`src/rtl/sram_arbiter_2p.sv`:
```
// sram_arbiter_2p: shares one single-port SRAM macro between two requesters.
// Round-robin grant among eligible ports, one access per cycle. Reads are
// tracked for one cycle (macro latency) and then parked in a 2-entry
// per-port response FIFO. A port may only issue a read while it holds a
// credit, so a stalled response channel can never lose data.
module sram_arbiter_2p #(
   parameter int ADDR_WIDTH = 10,
   parameter int DATA_WIDTH = 16
) (
   input  logic                    clk_i,
   input  logic                    rst_ni,
   input  logic [1:0]              req_valid_i,
   output logic [1:0]              req_ready_o,
   input  logic [1:0]              req_we_i,
   input  logic [2*ADDR_WIDTH-1:0] req_addr_i,
   input  logic [2*DATA_WIDTH-1:0] req_wdata_i,
   input  logic [2*DATA_WIDTH-1:0] req_be_i,
   output logic [1:0]              rsp_valid_o,
   input  logic [1:0]              rsp_ready_i,
   output logic [2*DATA_WIDTH-1:0] rsp_rdata_o,
   output logic                    sram_ce_o,
   output logic                    sram_we_o,
   output logic [ADDR_WIDTH-1:0]   sram_addr_o,
   output logic [DATA_WIDTH-1:0]   sram_wdata_o,
   output logic [DATA_WIDTH-1:0]   sram_be_o,
   input  logic [DATA_WIDTH-1:0]   sram_rdata_i
);

   // A read needs a free slot counting both parked data and the read in flight.
   function automatic logic has_credit(input logic [1:0] cnt, input logic infl);
      logic [2:0] used;
      used = {1'b0, cnt} + {2'b00, infl};
      return used < 3'd2;
   endfunction

   logic                  rr_ptr;
   logic [1:0]            eligible;
   logic [1:0]            grant;
   logic                  sel;
   logic                  read_issue;

   logic                  rd_vld_p1;
   logic                  rd_port_p1;
   logic [1:0]            infl;

   logic [1:0]            count [2];
   logic                  wr_ptr [2];
   logic                  rd_ptr [2];
   logic [DATA_WIDTH-1:0] fifo_mem [2][2];
   logic [1:0]            push;
   logic [1:0]            pop;

   assign infl[0] = rd_vld_p1 && !rd_port_p1;
   assign infl[1] = rd_vld_p1 &&  rd_port_p1;

   // Eligibility and round-robin grant; nothing is granted while in reset.
   always_comb begin
      eligible = 2'b00;
      grant    = 2'b00;
      for (int p = 0; p < 2; p++) begin
         eligible[p] = rst_ni && req_valid_i[p] &&
                       (req_we_i[p] || has_credit(count[p], infl[p]));
      end
      case (eligible)
         2'b01:   grant = 2'b01;
         2'b10:   grant = 2'b10;
         2'b11:   grant = rr_ptr ? 2'b10 : 2'b01;
         default: grant = 2'b00;
      endcase
   end

   assign req_ready_o = grant;
   assign sel         = grant[1];

   // Stage p0: drive the macro from the granted port, all zero when idle.
   always_comb begin
      sram_ce_o    = 1'b0;
      sram_we_o    = 1'b0;
      sram_addr_o  = '0;
      sram_wdata_o = '0;
      sram_be_o    = '0;
      if (|grant) begin
         sram_ce_o    = 1'b1;
         sram_we_o    = sel ? req_we_i[1] : req_we_i[0];
         sram_addr_o  = sel ? req_addr_i[2*ADDR_WIDTH-1:ADDR_WIDTH]
                            : req_addr_i[ADDR_WIDTH-1:0];
         sram_wdata_o = sel ? req_wdata_i[2*DATA_WIDTH-1:DATA_WIDTH]
                            : req_wdata_i[DATA_WIDTH-1:0];
         sram_be_o    = sel ? req_be_i[2*DATA_WIDTH-1:DATA_WIDTH]
                            : req_be_i[DATA_WIDTH-1:0];
      end
   end

   assign read_issue = (|grant) && !sram_we_o;

   // Stage p0 -> p1: remember which port owns the read returning next cycle.
   always_ff @(posedge clk_i) begin
      if (!rst_ni) begin
         rr_ptr     <= 1'b0;
         rd_vld_p1  <= 1'b0;
         rd_port_p1 <= 1'b0;
      end else begin
         if (|grant) rr_ptr <= !grant[1];
         rd_vld_p1  <= read_issue;
         rd_port_p1 <= sel;
      end
   end

   assign push[0] = infl[0];
   assign push[1] = infl[1];
   assign pop     = rsp_valid_o & rsp_ready_i;

   // Stage p1 -> p2: response FIFO occupancy and pointers.
   always_ff @(posedge clk_i) begin
      if (!rst_ni) begin
         for (int p = 0; p < 2; p++) begin
            count[p]  <= 2'd0;
            wr_ptr[p] <= 1'b0;
            rd_ptr[p] <= 1'b0;
         end
      end else begin
         for (int p = 0; p < 2; p++) begin
            assert (!(push[p] && count[p] == 2'd2))
               else $error("response FIFO overflow on port %0d", p);
            if (push[p]) wr_ptr[p] <= !wr_ptr[p];
            if (pop[p])  rd_ptr[p] <= !rd_ptr[p];
            case ({push[p], pop[p]})
               2'b10:   count[p] <= count[p] + 2'd1;
               2'b01:   count[p] <= count[p] - 2'd1;
               default: count[p] <= count[p];
            endcase
         end
      end
   end

   // Stage p1 -> p2: capture macro read data into the owning port's FIFO.
   always_ff @(posedge clk_i) begin
      for (int p = 0; p < 2; p++) begin
         if (push[p]) fifo_mem[p][wr_ptr[p]] <= sram_rdata_i;
      end
   end

   assign rsp_valid_o[0] = rst_ni && (count[0] != 2'd0);
   assign rsp_valid_o[1] = rst_ni && (count[1] != 2'd0);
   assign rsp_rdata_o    = {fifo_mem[1][rd_ptr[1]], fifo_mem[0][rd_ptr[0]]};

endmodule

```
`config.mk`:
```
export PLATFORM = sky130hd
export DESIGN_NAME = sram_arbiter_2p
export DESIGN_NICKNAME = d
export VERILOG_FILES = /design/src/rtl/sram_arbiter_2p.sv
export SDC_FILE = /design/constraint.sdc
export NUM_CORES = 1
export LEC_CHECK = 0
export BUFFER_PORTS_ARGS = -buffer_cell sky130_fd_sc_hd__buf_2
export CAP_MARGIN = 20
export CORE_UTILIZATION = 45
export DETAILED_ROUTE_END_ITERATION = 7
export GPL_TIMING_DRIVEN = 1
export HOLD_SLACK_MARGIN = 0.1
export PLACE_DENSITY_LB_ADDON = 0.2
export SYNTH_ARGS = -nofsm -noshare
export SYNTH_HDL_FRONTEND = slang
export SYNTH_SLANG_ARGS = --single-unit
export TNS_END_PERCENT = 1
```
`constraint.sdc`:
```
create_clock -name clk_i -period 2.4 [get_ports clk_i]
set_clock_uncertainty 0.1 [all_clocks]
set_input_delay 0.48 -clock clk_i [delete_from_list [all_inputs] [get_ports clk_i]]
set_output_delay 0.48 -clock clk_i [all_outputs]
set_load 0.01 [all_outputs]
```
# Word level (Yosys, flattened, before mapping)
# Memories as Yosys holds them, arrays and structs flattened.
# Index checks and enable logic that the tools add are counted.
[classes]
n_eq_ne = 7
bitwise = 15
order_cmp = 8
reduce_logical = 26
muxes = 67
n_addsub = 6
[op_table]
columns = ["op", "n"]
rows = [
  ["$mux 16", 12],
  ["$mux 32", 4],
  ["$mux 1", 39],
  ["$demux 16 s1", 2],
  ["$reduce_or 32->1", 1],
  ["$mux 10", 2],
  ["$mux 2", 7],
  ["$logic_and 1x1->1", 11],
  ["$or 1x1->1", 10],
  ["$eq 2x2->1 const B", 4],
  ["$ge 2x2->1 const B", 4],
  ["$not 1->2", 4],
  ["$logic_not 1->1", 7],
  ["$add 2x1->3", 2],
  ["$eq 2x1->1 const B", 3],
  ["$lt 3x2->1 const B", 2],
  ["$pmux 2 s3", 1],
  ["$reduce_or 2->1", 3],
  ["$add 2x1->2 const B", 2],
  ["$lt 2x1->1 const B", 2],
  ["$reduce_bool 2->1", 2],
  ["$sub 2x1->2 const B", 2],
  ["$and 2x2->2", 1],
  ["$logic_or 1x1->1", 2],
]
[word_totals]
word_cells = 136
regBits = 3
ramBits = 72
memories = 4
[memory_table]
columns = ["name", "depth", "width", "read_ports", "rd_ports_with_merged_regs", "write_ports", "line", "rtl"]
rows = [
  ["fifo_mem", 2, 32, 2, 0, 1, "49", "logic [DATA_WIDTH-1:0] fifo_mem [2][2];"],
  ["count", 2, 2, 2, 0, 2, "46", "logic [1:0] count [2];"],
  ["rd_ptr", 2, 1, 2, 0, 2, "48", "logic rd_ptr [2];"],
  ["wr_ptr", 2, 1, 2, 0, 2, "47", "logic wr_ptr [2];"],
]

# Logic depth before layout (Yosys ltp)
# Gate-level depths: netlist of the first run.
[depth]
ltp_word = 12
ltp_mapped = 9
mapped_depth_nobuf = 9

# Worst setup path after synthesis of the first run
# Ideal clock, no wire load.
[synth_timing]
path_type = "input port to output port"
startpoint = "input req_we_i[1]"
endpoint = "output sram_addr_o[2]"
setup_slack_ps = 184
arrival_time_ps = 1636
cell_stages = 5
path_buffers = 1
required_time_ps = 1820
cell_sequence = "and2b_4 > or3b_4 > a21oi_4 > buf_6 > a22o_1"
[synth_between]
elab_chain_cells = 6
elab_cells_between_ends = 9
[synth_rtl]
columns = ["element", "line", "rtl"]
rows = [
  ["from (decl)", "14", "input logic [1:0] req_we_i,"],
  ["$logic_or 1x1->1 (*)", "62", "(req_we_i[p] || has_credit(count[p], infl[p]));"],
  ["$logic_and 1x1->1 (*)", "61", "eligible[p] = rst_ni && req_valid_i[p] &&"],
  ["$eq 2x2->1 or $eq 2x1->1 (tied branches)", "64", "case (eligible)"],
  ["$pmux 2 s3 (*)", "64", ""],
  ["net req_ready_o[1]", "13", "output logic [1:0] req_ready_o,"],
  ["$mux 10 or $reduce_or 2->1 (tied branches)", "85, 82", ""],
  ["$mux 10 (*)", "82", "if (|grant) begin"],
  ["to (decl)", "23", "output logic [ADDR_WIDTH-1:0] sram_addr_o,"],
]
# Mark *: on every way through the listed nets, which the timed path passes. The rest lies on a longest branch.

==> results.md, run 1 <==
* Leading cell types by count after synthesis: edfxtp_1, a22o_1, mux2_2
* Slew HR at 73.4%
* Post-DRT Antenna Nets at 0
* Peak VDD IR at roughly 0.00023 V
* Hpwl dp at 6.73 mm
* Hold Path Stages at 1
* Final Hold Slack at 0.256 ns
* CTS tree: done
* Slowest cell on the critical path: edfxtp_1
* Clock Latency Late Sink at ~0.33 ns
* Pre-CTS setup slack at -0.0101 ns
* Finished Cell Area at 4930 um^2
* Final Hold Vio Count at 0
* Reg2reg end: count[1][0]
* Row count at 31
* Die height at 89.9 um
* Placed instance area at 4630 um^2
* Post-Syn Nets at 341
* Post-Synthesis Cell Area at 3470 um^2
* Initial antenna violation count at 1
* PortBufs at 187
* Worst path required time at about 1.8 ns
* Vias post-DR at 2,756
* Cell Pwr Density at between 500 and 600 nW/um^2
* Die Area at between 8000 and 9000 um^2
* CP peak stage delay at around 0.39 ns
* CP Launch Type: flip-flop
* RSZ-0062 raised after global routing: true
* Num Clock Sinks at 75
* Share of cells above drive strength 1 at about three fifths
* Min Tclk post-route at 2.59 ns
* Max cap viols at 0
* Largest net degree at the start of global routing at 38
* Drt via density at around 5.1
* Status: finished with violations
* Number of remaining DRC errors at 0
* Top cell type's share of synthesized area at 62.2%
* Num CTS Buffers at 9
* Crit-path max FO at 9
* Arrival @ worst endpoint at 2.01 ns
* CTS H-tree lvls at 3
* Overall Global Routing Usage at 22.2%
* Hold-fix buffers, CTS at 0
* Yosys reg bits at 75
* Iteration-0 DRC Markers at 79
* # IOs at 188
* Hold endpoint: fifo_mem[0][55]
* Final antenna diode count at 0
* PnR Total Power at 2.94 mW
* Total Nets Final at 554
* Hold WC Path Type: primary input to flip-flop
* Initial Util at 47.1%
* Routability congestion estimate from global placement at 0.928
* Sequential share of the synthesized area at 64.0%
* Clock Pin Slew Worst Setup and Hold Paths at about 0.07 ns
* Synth Instances at 228
* Ys flop type: edfxtp_1
* RR Startpoint: count[1][0]
* EDFF count, synth at 72
* Worst-margin pin slew at 0.394 ns
* Final period util at 108%
* Vias in the first global route at 2,712
* First-pass GRT wire length at 13.6 mm
* Routed WL at 9.06 mm
* Crit-path cells: and2b_4, or3b_4, a21oi_4, buf_12, clkbuf_16, a22o_1, buf_2
* WS Path Type: flip-flop to primary output
* Total congestion overflow at 0
* Unique masters post-synth at 33
* Longest Clk Path Bufs at 2
* Area growth from synthesis to layout at 42.0%
* Critical path endpoint category: primary output
* Core area at 7370 um^2
* Violations in the final reports: negative setup slack
* Syn_area_per_cell at 15.2 um^2
* Worst-case reg-to-reg path depth at 9
* Ys async rst share at 0%
* Worst Min Path Start: sram_rdata_i[7]
* P_leak at 2.23 nW
* Yosys Warn Count at 0
* Fmax at 0.387 GHz
* WL/cell at 16.6 um
* R2R Setup Slk at 0.15 ns
* Pins Over Slew Limit at 0
* Setup ws final at -0.186 ns
* Most repeated cell in the gate-level netlist after synthesis: edfxtp_1
* Initial DRT Pass Iterations at 4
* Width of the die at 89.9 um
* # setup viols final at 43
* Root cell of the clock tree: clkbuf_8
* Final core area utilization at 67.0%
* Yosys top cell by area: edfxtp_1
* Top post-synthesis cells by area: edfxtp_1, mux2_2, a22o_1, ha_1, dfxtp_1
## flip-flops by register name, indices dropped and copies added, names as in the netlist
name and flops:
rd_vld_p1 1, fifo_mem 64, rr_ptr 1, rd_port_p1 1, wr_ptr 2, rd_ptr 2, count 4
## metal layers
metal | vias to the layer above | wire length [um] | track usage [%]
met5 | - | 17 | 0
met2 | 116 | 4520 | 38.7
met4 | 2 | 104 | 7.80
li1 | 1320 | - | -
met1 | 1307 | 3840 | 26.8
met3 | 11 | 580 | 5.58
## how the worst max path moves through the flow
| stage | from | end | slack (ns) | cells past startpoint |
|---|---|---|---|---|
| global placement | req_we_i[1] | sram_wdata_o[15] | 0.03 | 7 |
| global route | count[1][0] | sram_addr_o[8] | -0.27 | 7 |
| floorplan | req_we_i[1] | sram_addr_o[2] | 0.18 | 5 |
| finish | count[1][1] | sram_we_o | -0.19 | 7 |
| CTS | count[1][0] | sram_wdata_o[12] | -0.18 | 6 |
| detailed placement | req_we_i[1] | sram_wdata_o[12] | -0.01 | 7 |
## cell usage in the layout, fill, tap and decap left out, types with 3 or more instances in the layout
cell,count
buf_2,185
edfxtp_1,72
a22o_1,40
mux2_2,32
buf_4,19
nand2_1,12
nor2_1,9
clkbuf_8,9
inv_1,8
ha_1,5
buf_12,5
o21ai_0,4
buf_6,4
nor2b_1,3
a21oi_1,3
a22o_2,3
## power breakdown
part	total, mW	switching [mW]	internal [mW]	leakage (nW)
clock network	0.787	0.422	0.364	0.0771
logic	0.634	0.301	0.333	1.46
registers	1.52	0.0281	1.49	0.687
total	2.94	0.751	2.18	2.23
## cell type report
cell class	instances	area [um^2]
Tap cell	99	124
Timing Repair Buffer	215	1260
Multi-Input combinational cell	132	1130
Fill cell	559	2430
Sequential cell	75	2220
Clock buffer	10	128
Inverter	8	30.0
Clock inverter	6	32.5
## cells by family (layout without fill, tap and decap cells)
family | Yosys count | in the layout | share of synthesized area, %
AOI/OAI and AO/OA | 54 | 54 | 13.1
muxes | 32 | 32 | 10.4
DFF | 75 | 75 | 64.0
xor gates and xnor gates | 2 | 2 | 0.504
adders and majority gates | 5 | 5 | 1.80
buffers and inverters | 21 | 239 | 3.57
and+or+nand+nor | 39 | 39 | 6.70
## through the flow
| stage | std cells | TNS, ns |
|---|---|---|
| after floorplan | 228 | 0 |
| after global placement | 519 | 0 |
| after detailed placement | 519 | -0.0101 |
| after CTS | 537 | -6.59 |
| after global routing | 545 | -10.89 |
| final | 545 | -6.96 |
## what timing repair did
| action | CTS | global route |
|---|---|---|
| setup endpoints to repair | 44 | 45 |
| pin swaps | 19 | 2 |
| hold endpoints to repair | 0 | 0 |
| resized for setup | 1 | 3 |
| cloned | 0 | 3 |
| setup buffers | 2 | 5 |
## critical path: cells and delay by family (launching register included)
kind | cells | cell delay (ns)
flip-flops | 1 | 0.39
AO/OA/AOI/OAI | 2 | 0.29
buffers and inverters | 3 | 0.41
AND/OR/NAND/NOR | 2 | 0.56
Power figures use the tool's default switching activity.
==> run 2, diff against run 1 <==
--- a/config.mk
+++ b/config.mk
@@ -7,11 +7,13 @@
 export LEC_CHECK = 0
 export BUFFER_PORTS_ARGS = -buffer_cell sky130_fd_sc_hd__buf_2
 export CAP_MARGIN = 20
+export CORE_MARGIN = 1
 export CORE_UTILIZATION = 45
 export DETAILED_ROUTE_END_ITERATION = 7
 export GPL_TIMING_DRIVEN = 1
 export HOLD_SLACK_MARGIN = 0.1
 export PLACE_DENSITY_LB_ADDON = 0.2
+export SKIP_LAST_GASP = 1
 export SYNTH_ARGS = -nofsm -noshare
 export SYNTH_HDL_FRONTEND = slang
 export SYNTH_SLANG_ARGS = --single-unit
==> results.md, run 2 (same netlist as run 1, synthesis figures left out) <==
* Critical path endpoint category: primary output
* Most common cell after layout, fill and taps aside: buf_2
* Hold endpoint: fifo_mem[0][55]
* Hold WC Path Type: primary input to flip-flop
* P_leak at 2.22 nW (-0.53%)
* Drt via density at 5.07 (+0.19%)
* Slew HR at 73.4% (about the same)
* Hold Path Stages at 1 (unchanged)
* Longest Clk Path Bufs at 2 (unchanged)
* Pins Over Slew Limit at 0 (unchanged)
* Fmax at 0.384 GHz (-0.58%)
* CP Launch Type: flip-flop
* Clock power frac at 26.9% (about the same)
* Max cap viols at 0 (unchanged)
* Top routing layer used: met5
* Peak VDD IR at 0.000232 V (-0.17%)
* Routability congestion estimate from global placement at 0.928 (unchanged)
* CTS tree: done
* Routed WL at 9.02 mm (-0.39%)
* Met2 routed WL at 4.50 mm (-0.38%)
* Psw at 751 uW (about the same)
* Reg2reg end: count[1][0]
* Worst path required time at 1.82 ns (about the same)
* Crit-path max FO at 9 (unchanged)
* Switch share at 25.6% (+0.035 points)
* Setup ws final at -0.201 ns (-0.0152 ns)
* Die height at 89.9 um (unchanged)
* Initial Util at 47.1% (unchanged)
* Post-DRT Antenna Nets at 0 (unchanged)
* Worst Min Path Start: sram_rdata_i[7]
* Clock Pin Slew Worst Setup and Hold Paths at 0.07 ns (about the same)
* Largest register FFs at 64 (unchanged)
* Overall Global Routing Usage at 22.2% (about the same)
* Final Hold Slack at 0.257 ns (+0.00118 ns)
* Largest net degree at the start of global routing at 38 (unchanged)
* Worst-case reg-to-reg path depth at 9 (unchanged)
* Clock Latency Late Sink at 0.33 ns (about the same)
* Iteration-0 DRC Markers at 82 (+3.8%)
* Number of remaining DRC errors at 0 (unchanged)
* PnR Total Power at 2.93 mW (-0.16%)
* Vias post-DR at 2,751 (-0.18%)
* Int Pwr at 2.18 mW (-0.21%)
* CTS H-tree lvls at 3 (unchanged)
* Area growth from synthesis to layout at 41.2%
* Commonest non-fill, non-tap cells in the layout: buf_2, edfxtp_1, a22o_1
* Final antenna diode count at 0 (unchanged)
* Reg power frac at 51.7% (about the same)
* Num Clock Sinks at 75 (unchanged)
* Vias in the first global route at 2,718 (+0.22%)
* PortBufs at 187 (unchanged)
* Violations in the final reports: negative setup slack
* Hpwl dp at 6.73 mm (unchanged)
* Initial antenna violation count at 1 (unchanged)
* WL/cell at 16.6 um (about the same)
* Hold-fix buffers, CTS at 0 (unchanged)
* Logic pwr share at 21.4% (-0.2 points)
* Pre-CTS setup slack at -0.0101 ns (unchanged)
* Num CTS Buffers at 9 (unchanged)
* Width of the die at 89.9 um (unchanged)
* Min Tclk post-route at 2.60 ns (+0.0152 ns)
* Met3 WL at 518 um (-11%)
* R2R Setup Slk at 0.15 ns (about the same)
* Final Hold Vio Count at 0 (unchanged)
* Status: finished with violations
* Initial DRT Pass Iterations at 4 (unchanged)
* Arrival @ worst endpoint at 2.02 ns (about the same)
* Die Area at 8080 um^2 (unchanged)
* Total Nets Final at 552 (-0.36%)
* First-pass GRT wire length at 13.6 mm (about the same)
* WS Path Type: flip-flop to primary output
* Metal-1 WL at 3.89 mm (+1.4%)
* Worst-margin pin slew at 0.393 ns (-0.000661 ns)
* Row count at 31 (unchanged)
* Root cell of the clock tree: clkbuf_8
* Share of cells above drive strength 1 at 61.0% (-0.40 points)
* # IOs at 188 (unchanged)
* Final period util at 108% (+0.63 points)
* Total congestion overflow at 0 (unchanged)
* # setup viols final at 43 (unchanged)
* Core area at 7370 um^2 (unchanged)
* RSZ-0062 raised after global routing: true
* RR Startpoint: count[1][0]
* Cell Pwr Density at 597 nW/um^2 (+0.42%)
-- run 2: cell types whose count changed in the layout (fill, tap and decap cells not counted), sizes merged --
cell and change:
buf -2
-- run 2: how the worst max path moves through the flow --
| stage | start | slack, ns | to | depth (start not counted) |
|---|---|---|---|---|
| 6_report | count[1][1] | -0.20 | sram_we_o | 7 |
| 5_1_grt | count[1][1] | -0.28 | sram_addr_o[8] | 7 |
| 4_1_cts | count[0][0] | -0.19 | sram_wdata_o[12] | 6 |
| 3_5_place_dp | req_we_i[1] | -0.01 | sram_wdata_o[12] | 7 |
| 3_3_place_gp | req_we_i[1] | 0.03 | sram_wdata_o[15] | 7 |
| 2_1_floorplan | req_we_i[1] | 0.18 | sram_addr_o[2] | 5 |
-- run 2: worst max-delay path, stage by stage, from the launching register on --
cell and delay [ns]:
edfxtp_1 0.39, and2b_4 0.19, or3b_4 0.39, a21oi_4 0.17, buf_12 0.14, clkbuf_16 0.15
a22o_1 0.12, buf_2 0.12
-- run 2: power groups by stage --
stage	sequential, mW	clock, mW	combinational (mW)
5_1_grt	1.52	0.857	0.673
3_5_place_dp	1.55	0	0.586
2_1_floorplan	1.53	0	0.322
4_1_cts	1.52	0.807	0.599
6_report	1.51	0.788	0.628
3_3_place_gp	1.54	0	0.579
-- run 2: layer usage --
metal  global-route usage [%]  vias to the layer above
met5                        0                        -
met4                     8.06                        2
met3                     5.84                        9
met2                     38.6                      118
met1                     26.6                     1308
li1                         -                     1314
-- run 2: per-stage QoR --
| step | TNS, ns | cells | util, % | instance area, um^2 |
|---|---|---|---|---|
| finish | -7.38 | 543 | 66.6 | 4910 |
| global route | -11.06 | 543 | 66.6 | 4910 |
| CTS | -6.71 | 537 | 65.2 | 4810 |
| detailed placement | -0.0101 | 519 | 62.8 | 4630 |
| global placement | 0 | 519 | 62.8 | 4630 |
| floorplan | 0 | 228 | - | 3470 |
-- run 2: cell type report --
type                            instances  area [um^2]
Clock inverter                          6         32.5
Timing Repair Buffer                  213         1240
Inverter                                8         30.0
Clock buffer                           10          128
Sequential cell                        75         2220
Tap cell                               99          124
Fill cell                             563         2460
Multi-Input combinational cell        132         1130
-- run 2: timing repair --
item / in CTS / in global routing
resized for setup: 0 / 1
endpoints found under the setup margin: 44 / 45
setup buffers: 2 / 3
cloned: 0 / 3
